==> src/rtl/u712_reg_cycle_arbiter.sv <==
// Arbitrates the chipset register cycle engine between the CPU local bus and the
// PCI bridge, splitting longword accesses into an upper and a lower 16-bit cycle.
module u712_reg_cycle_arbiter #(
  parameter int TO_CYCLES = 4095,
  parameter int TO_WIDTH  = 12
) (
  input  logic       CLK40,
  input  logic       nRESET,
  input  logic       CPU_REQ,
  input  logic       PCI_REQ,
  input  logic       CPU_RnW,
  input  logic       PCI_RnW,
  input  logic [1:0] CPU_SIZ,
  input  logic [1:0] PCI_SIZ,
  input  logic [1:0] CPU_A,
  input  logic [1:0] PCI_A,
  output logic       CPU_GNT,
  output logic       PCI_GNT,
  output logic       CPU_ACK,
  output logic       PCI_ACK,
  output logic       CPU_ERR,
  output logic       PCI_ERR,
  output logic       nREGSPACE,
  output logic       RnW,
  output logic       SIZ0,
  output logic       SIZ1,
  output logic [1:0] A,
  output logic       WORD_HI,
  output logic       LATCH_HI,
  input  logic       REG_CYCLE,
  input  logic       REG_TA
);

  typedef enum logic [1:0] {IDLE, ISSUE, BUSY, DRAIN} state_t;

  localparam logic [1:0] SIZ_LONG = 2'b00;
  localparam logic [1:0] SIZ_WORD = 2'b10;
  localparam logic [1:0] SIZ_LINE = 2'b11;
  localparam logic [TO_WIDTH-1:0] TO_LAST =
    TO_WIDTH'((TO_CYCLES == 0) ? 0 : TO_CYCLES - 1);

  state_t              state, state_nx;
  logic                last_pci, last_pci_nx;
  logic                rnw_q, rnw_nx;
  logic [1:0]          siz_q, siz_nx;
  logic [1:0]          a_q, a_nx;
  logic                word_hi_q, word_hi_nx;
  logic                cpu_gnt_q, cpu_gnt_nx, pci_gnt_q, pci_gnt_nx;
  logic                cpu_ack_q, cpu_ack_nx, pci_ack_q, pci_ack_nx;
  logic                cpu_err_q, cpu_err_nx, pci_err_q, pci_err_nx;
  logic                err_done, err_done_nx;
  logic                nreg_q, nreg_nx;
  logic [TO_WIDTH-1:0] to_cnt, to_cnt_nx;

  logic                pick_pci, sel_rnw, pulse_out, to_hit;
  logic [1:0]          sel_siz, sel_a;

  // Round-robin: on contention the side that did not win last time goes first.
  assign pick_pci  = PCI_REQ & (~CPU_REQ | ~last_pci);
  assign sel_rnw   = pick_pci ? PCI_RnW : CPU_RnW;
  assign sel_siz   = pick_pci ? PCI_SIZ : CPU_SIZ;
  assign sel_a     = pick_pci ? PCI_A   : CPU_A;
  // The requester still holds REQ during its ACK/ERR cycle; don't re-grant it.
  assign pulse_out = cpu_ack_q | pci_ack_q | cpu_err_q | pci_err_q;
  assign to_hit    = (TO_CYCLES != 0) && (to_cnt == TO_LAST);

  always_comb begin
    state_nx    = state;
    last_pci_nx = last_pci;
    rnw_nx      = rnw_q;
    siz_nx      = siz_q;
    a_nx        = a_q;
    word_hi_nx  = word_hi_q;
    cpu_gnt_nx  = cpu_gnt_q;
    pci_gnt_nx  = pci_gnt_q;
    cpu_ack_nx  = 1'b0;
    pci_ack_nx  = 1'b0;
    cpu_err_nx  = 1'b0;
    pci_err_nx  = 1'b0;
    err_done_nx = err_done;
    to_cnt_nx   = to_cnt;
    case (state)
      IDLE: begin
        if ((CPU_REQ || PCI_REQ) && !REG_CYCLE && !pulse_out) begin
          last_pci_nx = pick_pci;
          err_done_nx = 1'b0;
          if (sel_siz == SIZ_LINE) begin
            cpu_err_nx = ~pick_pci;
            pci_err_nx = pick_pci;
          end else begin
            cpu_gnt_nx = ~pick_pci;
            pci_gnt_nx = pick_pci;
            rnw_nx     = sel_rnw;
            if (sel_siz == SIZ_LONG) begin
              word_hi_nx = 1'b1;
              siz_nx     = SIZ_WORD;
              a_nx       = 2'b00;
            end else begin
              siz_nx     = sel_siz;
              a_nx       = sel_a;
            end
            state_nx = ISSUE;
          end
        end
      end
      ISSUE: begin
        if (REG_CYCLE) begin
          to_cnt_nx = '0;
          state_nx  = BUSY;
        end
      end
      BUSY: begin
        if (REG_TA) begin
          state_nx = DRAIN;
        end else if (to_hit) begin
          cpu_err_nx  = cpu_gnt_q;
          pci_err_nx  = pci_gnt_q;
          cpu_gnt_nx  = 1'b0;
          pci_gnt_nx  = 1'b0;
          word_hi_nx  = 1'b0;
          err_done_nx = 1'b1;
          state_nx    = DRAIN;
        end else begin
          to_cnt_nx = to_cnt + TO_WIDTH'(1);
        end
      end
      DRAIN: begin
        if (!REG_CYCLE) begin
          if (word_hi_q) begin
            word_hi_nx = 1'b0;
            a_nx       = 2'b10;
            state_nx   = ISSUE;
          end else begin
            if (!err_done) begin
              cpu_ack_nx = cpu_gnt_q;
              pci_ack_nx = pci_gnt_q;
            end
            cpu_gnt_nx = 1'b0;
            pci_gnt_nx = 1'b0;
            state_nx   = IDLE;
          end
        end
      end
      default: state_nx = IDLE;
    endcase
    // Registered from the next state so the request drops on the same edge the
    // engine's busy flag is seen, before the engine can return to idle.
    nreg_nx = (state_nx != ISSUE);
  end

  always_ff @(posedge CLK40 or negedge nRESET) begin
    if (!nRESET) begin
      state     <= IDLE;
      last_pci  <= 1'b1;
      rnw_q     <= 1'b1;
      siz_q     <= 2'b00;
      a_q       <= 2'b00;
      word_hi_q <= 1'b0;
      cpu_gnt_q <= 1'b0;
      pci_gnt_q <= 1'b0;
      cpu_ack_q <= 1'b0;
      pci_ack_q <= 1'b0;
      cpu_err_q <= 1'b0;
      pci_err_q <= 1'b0;
      err_done  <= 1'b0;
      nreg_q    <= 1'b1;
      to_cnt    <= '0;
    end else begin
      state     <= state_nx;
      last_pci  <= last_pci_nx;
      rnw_q     <= rnw_nx;
      siz_q     <= siz_nx;
      a_q       <= a_nx;
      word_hi_q <= word_hi_nx;
      cpu_gnt_q <= cpu_gnt_nx;
      pci_gnt_q <= pci_gnt_nx;
      cpu_ack_q <= cpu_ack_nx;
      pci_ack_q <= pci_ack_nx;
      cpu_err_q <= cpu_err_nx;
      pci_err_q <= pci_err_nx;
      err_done  <= err_done_nx;
      nreg_q    <= nreg_nx;
      to_cnt    <= to_cnt_nx;
    end
  end

  assign CPU_GNT   = cpu_gnt_q;
  assign PCI_GNT   = pci_gnt_q;
  assign CPU_ACK   = cpu_ack_q;
  assign PCI_ACK   = pci_ack_q;
  assign CPU_ERR   = cpu_err_q;
  assign PCI_ERR   = pci_err_q;
  assign nREGSPACE = nreg_q;
  assign RnW       = rnw_q;
  assign SIZ0      = siz_q[0];
  assign SIZ1      = siz_q[1];
  assign A         = a_q;
  assign WORD_HI   = word_hi_q;
  // Upper half of a longword read must be captured while the engine presents it.
  assign LATCH_HI  = (state == BUSY) & REG_TA & word_hi_q & rnw_q;

endmodule
==> config.mk <==
export PLATFORM = sky130hd
export DESIGN_NAME = u712_reg_cycle_arbiter
export DESIGN_NICKNAME = d
export VERILOG_FILES = /design/src/rtl/u712_reg_cycle_arbiter.sv
export SDC_FILE = /design/constraint.sdc
export NUM_CORES = 1
export LEC_CHECK = 0
export ABC_AREA = 1
export BUFFER_PORTS_ARGS = -buffer_cell sky130_fd_sc_hd__buf_2
export CELL_PAD_IN_SITES_DETAIL_PLACEMENT = 2
export CELL_PAD_IN_SITES_GLOBAL_PLACEMENT = 2
export CORE_ASPECT_RATIO = 0.6
export CORE_MARGIN = 2
export CORE_UTILIZATION = 35
export CTS_BUF_LIST = sky130_fd_sc_hd__clkbuf_4
export DETAILED_ROUTE_END_ITERATION = 8
export HOLD_SLACK_MARGIN = 0.06
export PLACE_DENSITY = 0.92
export SYNTH_ARGS = -nofsm -noshare
export SYNTH_HDL_FRONTEND = slang
export SYNTH_SLANG_ARGS = --single-unit
export TNS_END_PERCENT = 30
==> constraint.sdc <==
create_clock -name CLK40 -period 3.9 [get_ports CLK40]
set_clock_uncertainty 0.1 [all_clocks]
set_input_delay 0.39 -clock CLK40 [delete_from_list [all_inputs] [get_ports CLK40]]
set_output_delay 0.39 -clock CLK40 [all_outputs]
set_load 0.05 [all_outputs]
==> results of run 1 <==
==> worst max-delay path: stages (launching register included) <==
cell and delay, ps:
dfrtp_1 490, inv_2 150, nor2_8 220, nand2_4 100, nor3_1 140, buf_2 290
==> cell type report <==
cell class	instances	area, um^2
clock buffers	7	52.6
clock inverters	1	3.75
fillers	605	2940
inverters	33	124
multi-input cells	187	943
flip-flops and latches	29	729
well taps	66	82.6
repair buffers	30	155
==> metal layers <==
layer | part of all wire | vias up | GRT usage
met2 | 0.45 | 32 | 0.391
met4 | 0.0070 | 0 | 0.0604
li1 | - | 866 | -
met5 | 0 | - | 0
met3 | 0.035 | 5 | 0.0421
met1 | 0.51 | 921 | 0.349
==> metrics by stage <==
stage	instances	setup WS [ps]	instance area, um^2
final	353	1710	2090
after global routing	353	1590	2090
after floorplan	250	1540	1810
after detailed placement	344	1850	2020
after CTS	353	1690	2090
after global placement	344	2040	2020
==> where the power goes <==
part / internal, uW / switching (uW)
clock network: 83.1 / 105
logic: 185 / 594
registers: 380 / 83.5
==> cell usage in the layout, fill, tap and decap left out, types with 2 or more instances in the layout <==
master,netlist,routed
o21ai_2,2,2
nor2_2,4,4
nand2_4,4,4
nor4_1,2,2
nor2_1,27,27
inv_1,31,31
nand4_1,4,4
nand2_2,2,2
xor2_1,5,5
o21ai_0,14,14
a21oi_1,2,2
buf_2,0,29
ha_1,2,2
clkbuf_4,0,7
nor3_1,6,6
nand2_1,80,80
dfstp_2,3,3
o21ai_1,3,3
o21bai_1,2,2
dfrtp_1,26,26
nand3_1,19,19
inv_2,2,2
==> flip-flops by register name, indices dropped and copies added (netlist names) <==
register / cells
siz_q: 2
PCI_ACK: 1
PCI_ERR: 1
nREGSPACE: 1
CPU_ERR: 1
CPU_GNT: 1
A: 2
err_done: 1
last_pci: 1
CPU_ACK: 1
PCI_GNT: 1
RnW: 1
to_cnt: 12
state: 2
WORD_HI: 1
==> path summary, 6_finish.rpt <==
path,start,cells after the start,to
setup / recovery,state[1],5,LATCH_HI
hold / removal,REG_CYCLE,2,CPU_ACK
setup reg to reg,last_pci,9,nREGSPACE
hold reg to reg,last_pci,2,last_pci
max in group asynchronous,nRESET,2,state[1]
min in group asynchronous,nRESET,2,PCI_GNT
==> timing repair <==
action,4_1_cts,5_1_grt
setup endpoints to repair,0,0
endpoints found under the hold margin,26,0
hold buffers,1,0
==> cells by family (layout without fill, tap and decap cells) <==
group           Yosys count  after routing  synth area share
simple gates            151            151             0.379
buf+inv                  34             71            0.0747
flops                    29             29             0.403
compound gates           28             28             0.100
xor+xnor                  6              6            0.0291
fa+ha+maj                 2              2            0.0138
==> key figures, run 1 <==
Detailed routing
  • Vias/cell: 5.17
  • DRC violation count after routing: 0
  • Total length of routed wires: 6700 um
  • WL/cell: 19.0 um
  • Final ANT Viol Nets: 0
  • Via total after detailed routing: 1,824
  • First-pass iteration count of the detailed router: 4
  • Starting DRT DRC Count: 76

Logic synthesis
  • Share of flip-flops with an asynchronous set or reset: 1.00
  • Leading cell type by number of instances after synthesis: nand2_1
  • Number of synthesized register bits: 29
  • Post-synth cell types: 30
  • Sequential-to-total area share from yosys stat: 0.403
  • Yosys warns: 0
  • Largest area contributor in the netlist: dfrtp_1
  • Number of enable-type register cells in the synthesized netlist: 0
  • Number of nets produced by synthesis: 268
  • Area of the mapped netlist: 0.00181 mm^2
  • Area fraction of the dominant cell type after synthesis: 0.360
  • Synthesized instance count: 250
  • Most frequent cells after synthesis: nand2_1 (80), inv_1 (31), nor2_1 (27), dfrtp_1 (26), nand3_1 (19)
  • Post-synth top flop: dfrtp_1
  • Mean area per synthesized cell: 7.23 um^2
  • Synth top area cells: dfrtp_1 (36%), nand2_1 (17%), inv_1 (6.4%), nor2_1 (5.6%), nand3_1 (5.3%)

Clock tree
  • Post CTS Setup Buffer Count: 0
  • Bufs on Longest Clock Path: 2
  • H-Tree Depth: 2
  • Number of sinks on the clock net: 29
  • Clk_lat worst skew: 340 ps
  • Clock slew at the register clock pins of the worst setup and hold paths: 100 ps
  • Clock tree from TritonCTS: done
  • Root buffer cell: clkbuf_4
  • Number of cells upsized or downsized after cts: 0
  • Num CTS Buffers: 5

Worst hold path
  • Worst hold path class: in -> reg

Setup path
  • Critical path fanouts, max: 10
  • Reg-to-reg setup timing slack: 1910 ps
  • Kind of end point of the critical path: primary output
  • Worst Setup Path Type: reg -> out
  • Critical path arrival: 1700 ps
  • Required time reported for the critical path endpoint: 3410 ps
  • Startpoint type of the worst setup path: flip-flop

Power and ir drop
  • Power density normalized to cell area: 684 mW/mm^2
  • Post-layout power: 1430 uW
  • Maximum vdd drop: 0.351 mV
  • Lkg Pwr: 0.00104 uW

Global routing
  • Pin count of the biggest net entering global routing: 30
  • First-pass GRT wire length: 10,600 um
  • Total global-route track usage: 0.244
  • Via count of the first global-routing pass: 1,970
  • Aggregate global routing overflow: 0
  • Antenna violations before repair: 0

Timing
  • Transition time at the pin with the least slew margin: 678 ps
  • Final hold vios: 0
  • Tightest hold margin: 278 ps
  • Relative slew slack: 0.548
  • Total of endpoints with negative setup slack in the final report: 0
  • Post-route clock period utilization: 0.563
  • Number of slew-limit violations in the final report: 0
  • Maximum operating frequency: 0.456 GHz
  • Setup TNS: 0 ps
  • Unrepaired setup endpoints after global routing: no
  • Final critical-path required period: 2190 ps

Die
  • Number of top-level pins: 30
  • Core Rows: 20
  • Die width: 96.8 um
  • Die height: 59.7 um
  • Core Region: 0.00503 mm^2
  • Starting utilization of the core area: 0.359
  • Floorplan die area: 0.00578 mm^2

Finish
  • Net count of the finished layout: 304
  • Area growth from synthesis to layout: 15.6%
  • Antenna fix cells: 0
  • Final standard cell utilization of the core: 0.416
  • Share of post-route cells with drive strength above 1: 0.199

Placement
  • Post-DP HPWL: 5250 um
  • Count of port buffers added during placement: 29
  • RD Place Congestion: 0.870

Run
  • Max-cap check violation count: 0

Outcome
  • Run status: completed
Power figures use the tool's default switching activity.
==> run 2, diff against run 1 <==
--- a/config.mk
+++ b/config.mk
@@ -11,11 +11,11 @@
 export CELL_PAD_IN_SITES_GLOBAL_PLACEMENT = 2
 export CORE_ASPECT_RATIO = 0.6
 export CORE_MARGIN = 2
-export CORE_UTILIZATION = 35
+export CORE_UTILIZATION = 32
 export CTS_BUF_LIST = sky130_fd_sc_hd__clkbuf_4
 export DETAILED_ROUTE_END_ITERATION = 8
 export HOLD_SLACK_MARGIN = 0.06
-export PLACE_DENSITY = 0.92
+export PLACE_DENSITY = 0.85
 export SYNTH_ARGS = -nofsm -noshare
 export SYNTH_HDL_FRONTEND = slang
 export SYNTH_SLANG_ARGS = --single-unit
==> constraint.sdc (replaced) <==
create_clock -name CLK40 -period 2.26 [get_ports CLK40]
set_clock_uncertainty 0.1 [all_clocks]
set_input_delay 0.226 -clock CLK40 [delete_from_list [all_inputs] [get_ports CLK40]]
set_output_delay 0.226 -clock CLK40 [all_outputs]
set_load 0.05 [all_outputs]
==> key figures, run 2 (same netlist as run 1, synthesis figures left out) <==
Clock tree
  • Root buffer cell: clkbuf_4
  • Clock tree from TritonCTS: done
  • Num CTS Buffers: 5
  • H-Tree Depth: 2
  • Clock slew at the register clock pins of the worst setup and hold paths: 100 ps
  • Bufs on Longest Clock Path: 2
  • Clk_lat worst skew: 330 ps
  • Number of cells upsized or downsized after cts: 0
  • Number of sinks on the clock net: 29

Global routing
  • Pin count of the biggest net entering global routing: 30
  • Total global-route track usage: 0.210
  • First-pass GRT wire length: 10,100 um
  • Via count of the first global-routing pass: 1,991
  • Antenna violations before repair: 0
  • Aggregate global routing overflow: 0

Power and ir drop
  • Maximum vdd drop: 0.522 mV
  • Switching power: 1330 uW
  • Power density normalized to cell area: 1160 mW/mm^2
  • Post-layout power: 2420 uW
  • Part of the power in registers: 0.322
  • Clock power frac: 0.127
  • Lkg Pwr: 0.00104 uW
  • Pint: 1090 uW
  • Fraction of power spent switching nets: 0.551
  • Comb pwr share: 0.551

Setup path
  • Cells on worst reg2reg path: 11
  • Reg-to-reg setup timing slack: 190 ps
  • Worst path max stage delay: 480 ps
  • Worst flop-to-flop path endpoint: PCI_GNT
  • Required time reported for the critical path endpoint: 1930 ps
  • Crit path max-delay family: simple AND/OR/NAND/NOR gates
  • Critical path arrival: 1770 ps
  • Kind of end point of the critical path: primary output
  • Reg-to-reg startpoint: to_cnt[0]
  • Bufs and invs on worst path: 2
  • Startpoint type of the worst setup path: flip-flop
  • Worst-path cell with the longest stage delay: dfrtp_1
  • Critical path fanouts, max: 10
  • Cells traversed along the worst timing path: inv_2 -> nor2_8 -> nand2_4 -> nor3_1 -> buf_2
  • Worst Setup Path Type: reg -> out

Detailed routing
  • Starting DRT DRC Count: 58
  • Final ANT Viol Nets: 0
  • Vias/cell: 5.01
  • WL/cell: 17.2 um
  • Total length of routed wires: 6120 um
  • Via total after detailed routing: 1,784
  • DRC violation count after routing: 0
  • First-pass iteration count of the detailed router: 4

Timing
  • Relative slew slack: 0.549
  • Setup TNS: 0 ps
  • Final critical-path required period: 2090 ps
  • Post-route clock period utilization: 0.926
  • Transition time at the pin with the least slew margin: 676 ps
  • Number of slew-limit violations in the final report: 0
  • Final worst-path setup slack: 166 ps
  • Total of endpoints with negative setup slack in the final report: 0
  • Maximum operating frequency: 0.478 GHz
  • Unrepaired setup endpoints after global routing: no
  • Final hold vios: 0

Finish
  • Final Non-Filler Cells: 356
  • Net count of the finished layout: 304
  • Area growth from synthesis to layout: 15.5%
  • Final standard cell utilization of the core: 0.378
  • Largest register by flop count: to_cnt
  • Most common library cell in the layout ignoring fill and taps: nand2_1
  • Most frequent cells in the layout: nand2_1 (80), inv_1 (31), buf_2 (29)
  • Antenna fix cells: 0
  • Share of post-route cells with drive strength above 1: 0.195
  • Max FFs per register: 12

Worst hold path
  • Depth of the worst hold-timing path: 5
  • Endpoint of the worst hold path: RnW
  • Hold_sp: PCI_RnW
  • Worst hold path class: in -> reg

Die
  • Number of top-level pins: 30
  • Core Region: 0.00552 mm^2
  • Core Rows: 21
  • Die height: 62.2 um
  • Starting utilization of the core area: 0.328
  • Die width: 101 um
  • Floorplan die area: 0.00629 mm^2

Placement
  • DP Worst Slack: 307 ps
  • Cell count after placement: 347
  • Count of port buffers added during placement: 29
  • RD Place Congestion: 0.875
  • Post-DP HPWL: 4990 um

Run
  • Max-cap check violation count: 0

Outcome
  • Run status: completed
[run 2: area by class of cell]
cell class,count,area (um^2)
fill,667,3430
sequential,29,729
clock buffer,5,37.5
timing repair buffer,30,155
inverter,33,124
clock inverter,3,12.5
tap,69,86.3
multi-input combinational,187,943
[run 2: tightest hold or removal path: stages]
cell and delay (ps):
buf_2 80, nand2_1 40, nand2_1 50, nand2_1 50, o21ai_0 90
[run 2: worst max-delay path by stage]
stage | startpoint | to | slack (ps) | cells after the start
floorplan | WORD_HI | LATCH_HI | 70 | 2
global placement | to_cnt[0] | PCI_GNT | 430 | 11
detailed placement | to_cnt[0] | PCI_GNT | 310 | 11
CTS | state[1] | LATCH_HI | 160 | 5
global route | state[1] | LATCH_HI | 60 | 5
finish | state[1] | LATCH_HI | 170 | 5
[run 2: per-stage QoR]
stage | hold slack (ps) | cell area, um^2
5_1_grt | 141 | 2090
6_report | 148 | 2090
2_1_floorplan | -170 | 1810
4_1_cts | 138 | 2090
3_3_place_gp | 202 | 2030
3_5_place_dp | 209 | 2030
[run 2: power groups by stage]
stage               Sequential [uW]  Clock [uW]  Combinational (uW)
global placement                787           0                1270
finish                          781         307                1340
CTS                             781         314                1340
detailed placement              792           0                1310
floorplan                      1020           0                 719
global route                    804         344                1450
[run 2: metal layers]
layer	global-route usage	vias up	share of wire	wire length (um)
li1	-	865	-	-
met1	0.323	885	0.53	3260
met2	0.302	32	0.42	2580
met3	0.0462	2	0.042	256
met4	0.0389	0	0.0044	27
met5	0	-	0	0
[run 2: timing repair]
item                                   CTS  global route
endpoints found under the hold margin   26             0
buffers inserted                         0             0
hold buffers                             1             0
==> run 3, diff against run 2 <==
==> constraint.sdc (replaced) <==
create_clock -name CLK40 -period 2.26 [get_ports CLK40]
set_clock_uncertainty 0.1 [all_clocks]
set_input_delay 0.565 -clock CLK40 [delete_from_list [all_inputs] [get_ports CLK40]]
set_output_delay 0.565 -clock CLK40 [all_outputs]
set_load 0.05 [all_outputs]
==> key figures, run 3 (same netlist as run 1, synthesis figures left out) <==
Outcome
  • Run status: completed

Die
  • Starting utilization of the core area: 0.328
  • Floorplan die area: 0.00629 mm^2
  • Die width: 101 um
  • Core Rows: 21
  • Die height: 62.2 um
  • Number of top-level pins: 30
  • Core Region: 0.00552 mm^2

Setup path
  • Worst-path cell with the longest stage delay: dfrtp_1
  • Critical path fanouts, max: 10
  • Required time reported for the critical path endpoint: 1590 ps
  • Worst Setup Path Type: reg -> out
  • Kind of end point of the critical path: primary output
  • Worst flop-to-flop path endpoint: PCI_GNT
  • Reg-to-reg startpoint: to_cnt[0]
  • Capture point of the critical path: LATCH_HI
  • Reg-to-reg setup timing slack: 270 ps
  • Worst path max stage delay: 510 ps
  • Cells traversed along the worst timing path: nor2_8 -> nand2_4 -> nor3_2 -> buf_4
  • Critical path arrival: 1510 ps
  • Startpoint type of the worst setup path: flip-flop
  • Cells on worst reg2reg path: 11
  • Worst setup startpoint: state[0]

Detailed routing
  • First-pass iteration count of the detailed router: 4
  • WL/cell: 17.0 um
  • Vias/cell: 5.14
  • Total length of routed wires: 6060 um
  • Final ANT Viol Nets: 0
  • Via total after detailed routing: 1,835
  • Starting DRT DRC Count: 111
  • DRC violation count after routing: 0

Clock tree
  • H-Tree Depth: 2
  • Clock tree from TritonCTS: done
  • Clk_lat worst skew: 340 ps
  • Root buffer cell: clkbuf_4
  • Post CTS Setup Buffer Count: 0
  • Number of buffers added to fix hold violations after cts: 0
  • Num CTS Buffers: 5
  • Bufs on Longest Clock Path: 2
  • Number of sinks on the clock net: 29
  • Clock slew at the register clock pins of the worst setup and hold paths: 110 ps

Global routing
  • First-pass GRT wire length: 10,100 um
  • Via count of the first global-routing pass: 1,939
  • Total global-route track usage: 0.210
  • Antenna violations before repair: 0
  • Pin count of the biggest net entering global routing: 30
  • Aggregate global routing overflow: 0

Power and ir drop
  • Pint: 1140 uW
  • Comb pwr share: 0.548
  • Part of the power in registers: 0.315
  • Power density normalized to cell area: 1180 mW/mm^2
  • Switching power: 1340 uW
  • Maximum vdd drop: 0.672 mV
  • Fraction of power spent switching nets: 0.539
  • Clock power frac: 0.137
  • Lkg Pwr: 0.00105 uW

Timing
  • Final critical-path required period: 2170 ps
  • Final hold vios: 0
  • Setup TNS: 0 ps
  • Total of endpoints with negative setup slack in the final report: 0
  • Maximum operating frequency: 0.460 GHz
  • Transition time at the pin with the least slew margin: 679 ps
  • Post-route clock period utilization: 0.962
  • Relative slew slack: 0.547
  • Number of slew-limit violations in the final report: 0
  • Unrepaired setup endpoints after global routing: no

Finish
  • Post-route cell area: 0.00211 mm^2
  • Register Area: 729 um^2
  • Max FFs per register: 12
  • Fillers: 689
  • Most common library cell in the layout ignoring fill and taps: nand2_1
  • Antenna fix cells: 0
  • Share of post-route cells with drive strength above 1: 0.208
  • Net count of the finished layout: 305
  • Combined area of the multi-input logic cells: 948 um^2
  • Most frequent cells in the layout: nand2_1 (80), inv_1 (31), buf_2 (28)
  • Area growth from synthesis to layout: 16.5%
  • Largest register by flop count: to_cnt

Run
  • Max-cap check violation count: 0

Placement
  • RD Place Congestion: 0.815
  • Post-DP HPWL: 4790 um
  • Placed cell areas: 0.00205 mm^2
  • Count of port buffers added during placement: 29

Worst hold path
  • Worst hold path class: in -> async
==> run 3: how the worst min path moves through the flow <==
stage / from / end / slack [ps] / depth (start not counted)
3_5_place_dp: err_done / PCI_ACK / 360 / 1
3_3_place_gp: siz_q[1] / siz_q[1] / 370 / 2
2_1_floorplan: nRESET / A[0] / 170 / 0
6_report: nRESET / to_cnt[11] / 130 / 1
5_1_grt: nRESET / to_cnt[11] / 180 / 1
4_1_cts: nRESET / to_cnt[11] / 160 / 1
==> run 3: what timing repair did <==
item | CTS | global route
pin swaps | 0 | 1
endpoints found under the setup margin | 1 | 1
endpoints found under the hold margin | 0 | 0
resized for setup | 1 | 0
==> run 3: per-stage QoR <==
step	hold slack [ps]	power (uW)	setup slack, ps	instances	util
global route	181	2670	18.8	357	0.382
CTS	157	2500	21.9	357	0.382
detailed placement	364	2140	169	349	0.371
finish	134	2480	85.7	357	0.382
floorplan	169	1740	128	250	-
global placement	365	2070	222	349	0.371
==> run 3: routing by layer <==
metal	up-vias	wire, um	global-route usage
li1	866	-	-
met1	922	3210	0.320
met2	42	2530	0.306
met3	5	257	0.0372
met4	0	58	0.0507
met5	-	0	0
==> run 3: worst max-delay path, delay by kind of cell, from the launching register on <==
family,cells,cell delay [ps]
AND/OR/NAND/NOR,3,450
flip-flops,1,510
buffers and inverters,1,220
==> run 3: power by group through the flow <==
stage	combinational (uW)	clock, uW	sequential (uW)
global route	1490	380	801
detailed placement	1350	0	792
global placement	1290	0	781
CTS	1360	356	782
floorplan	723	0	1020
finish	1360	340	781
==> run 3: layout make-up <==
cell class,instances,area share
tap,69,0.0410
clock buffer,7,0.0249
sequential,29,0.346
multi-input combinational,187,0.450
timing repair buffer,31,0.0772
inverter,33,0.0588
clock inverter,1,0.00178
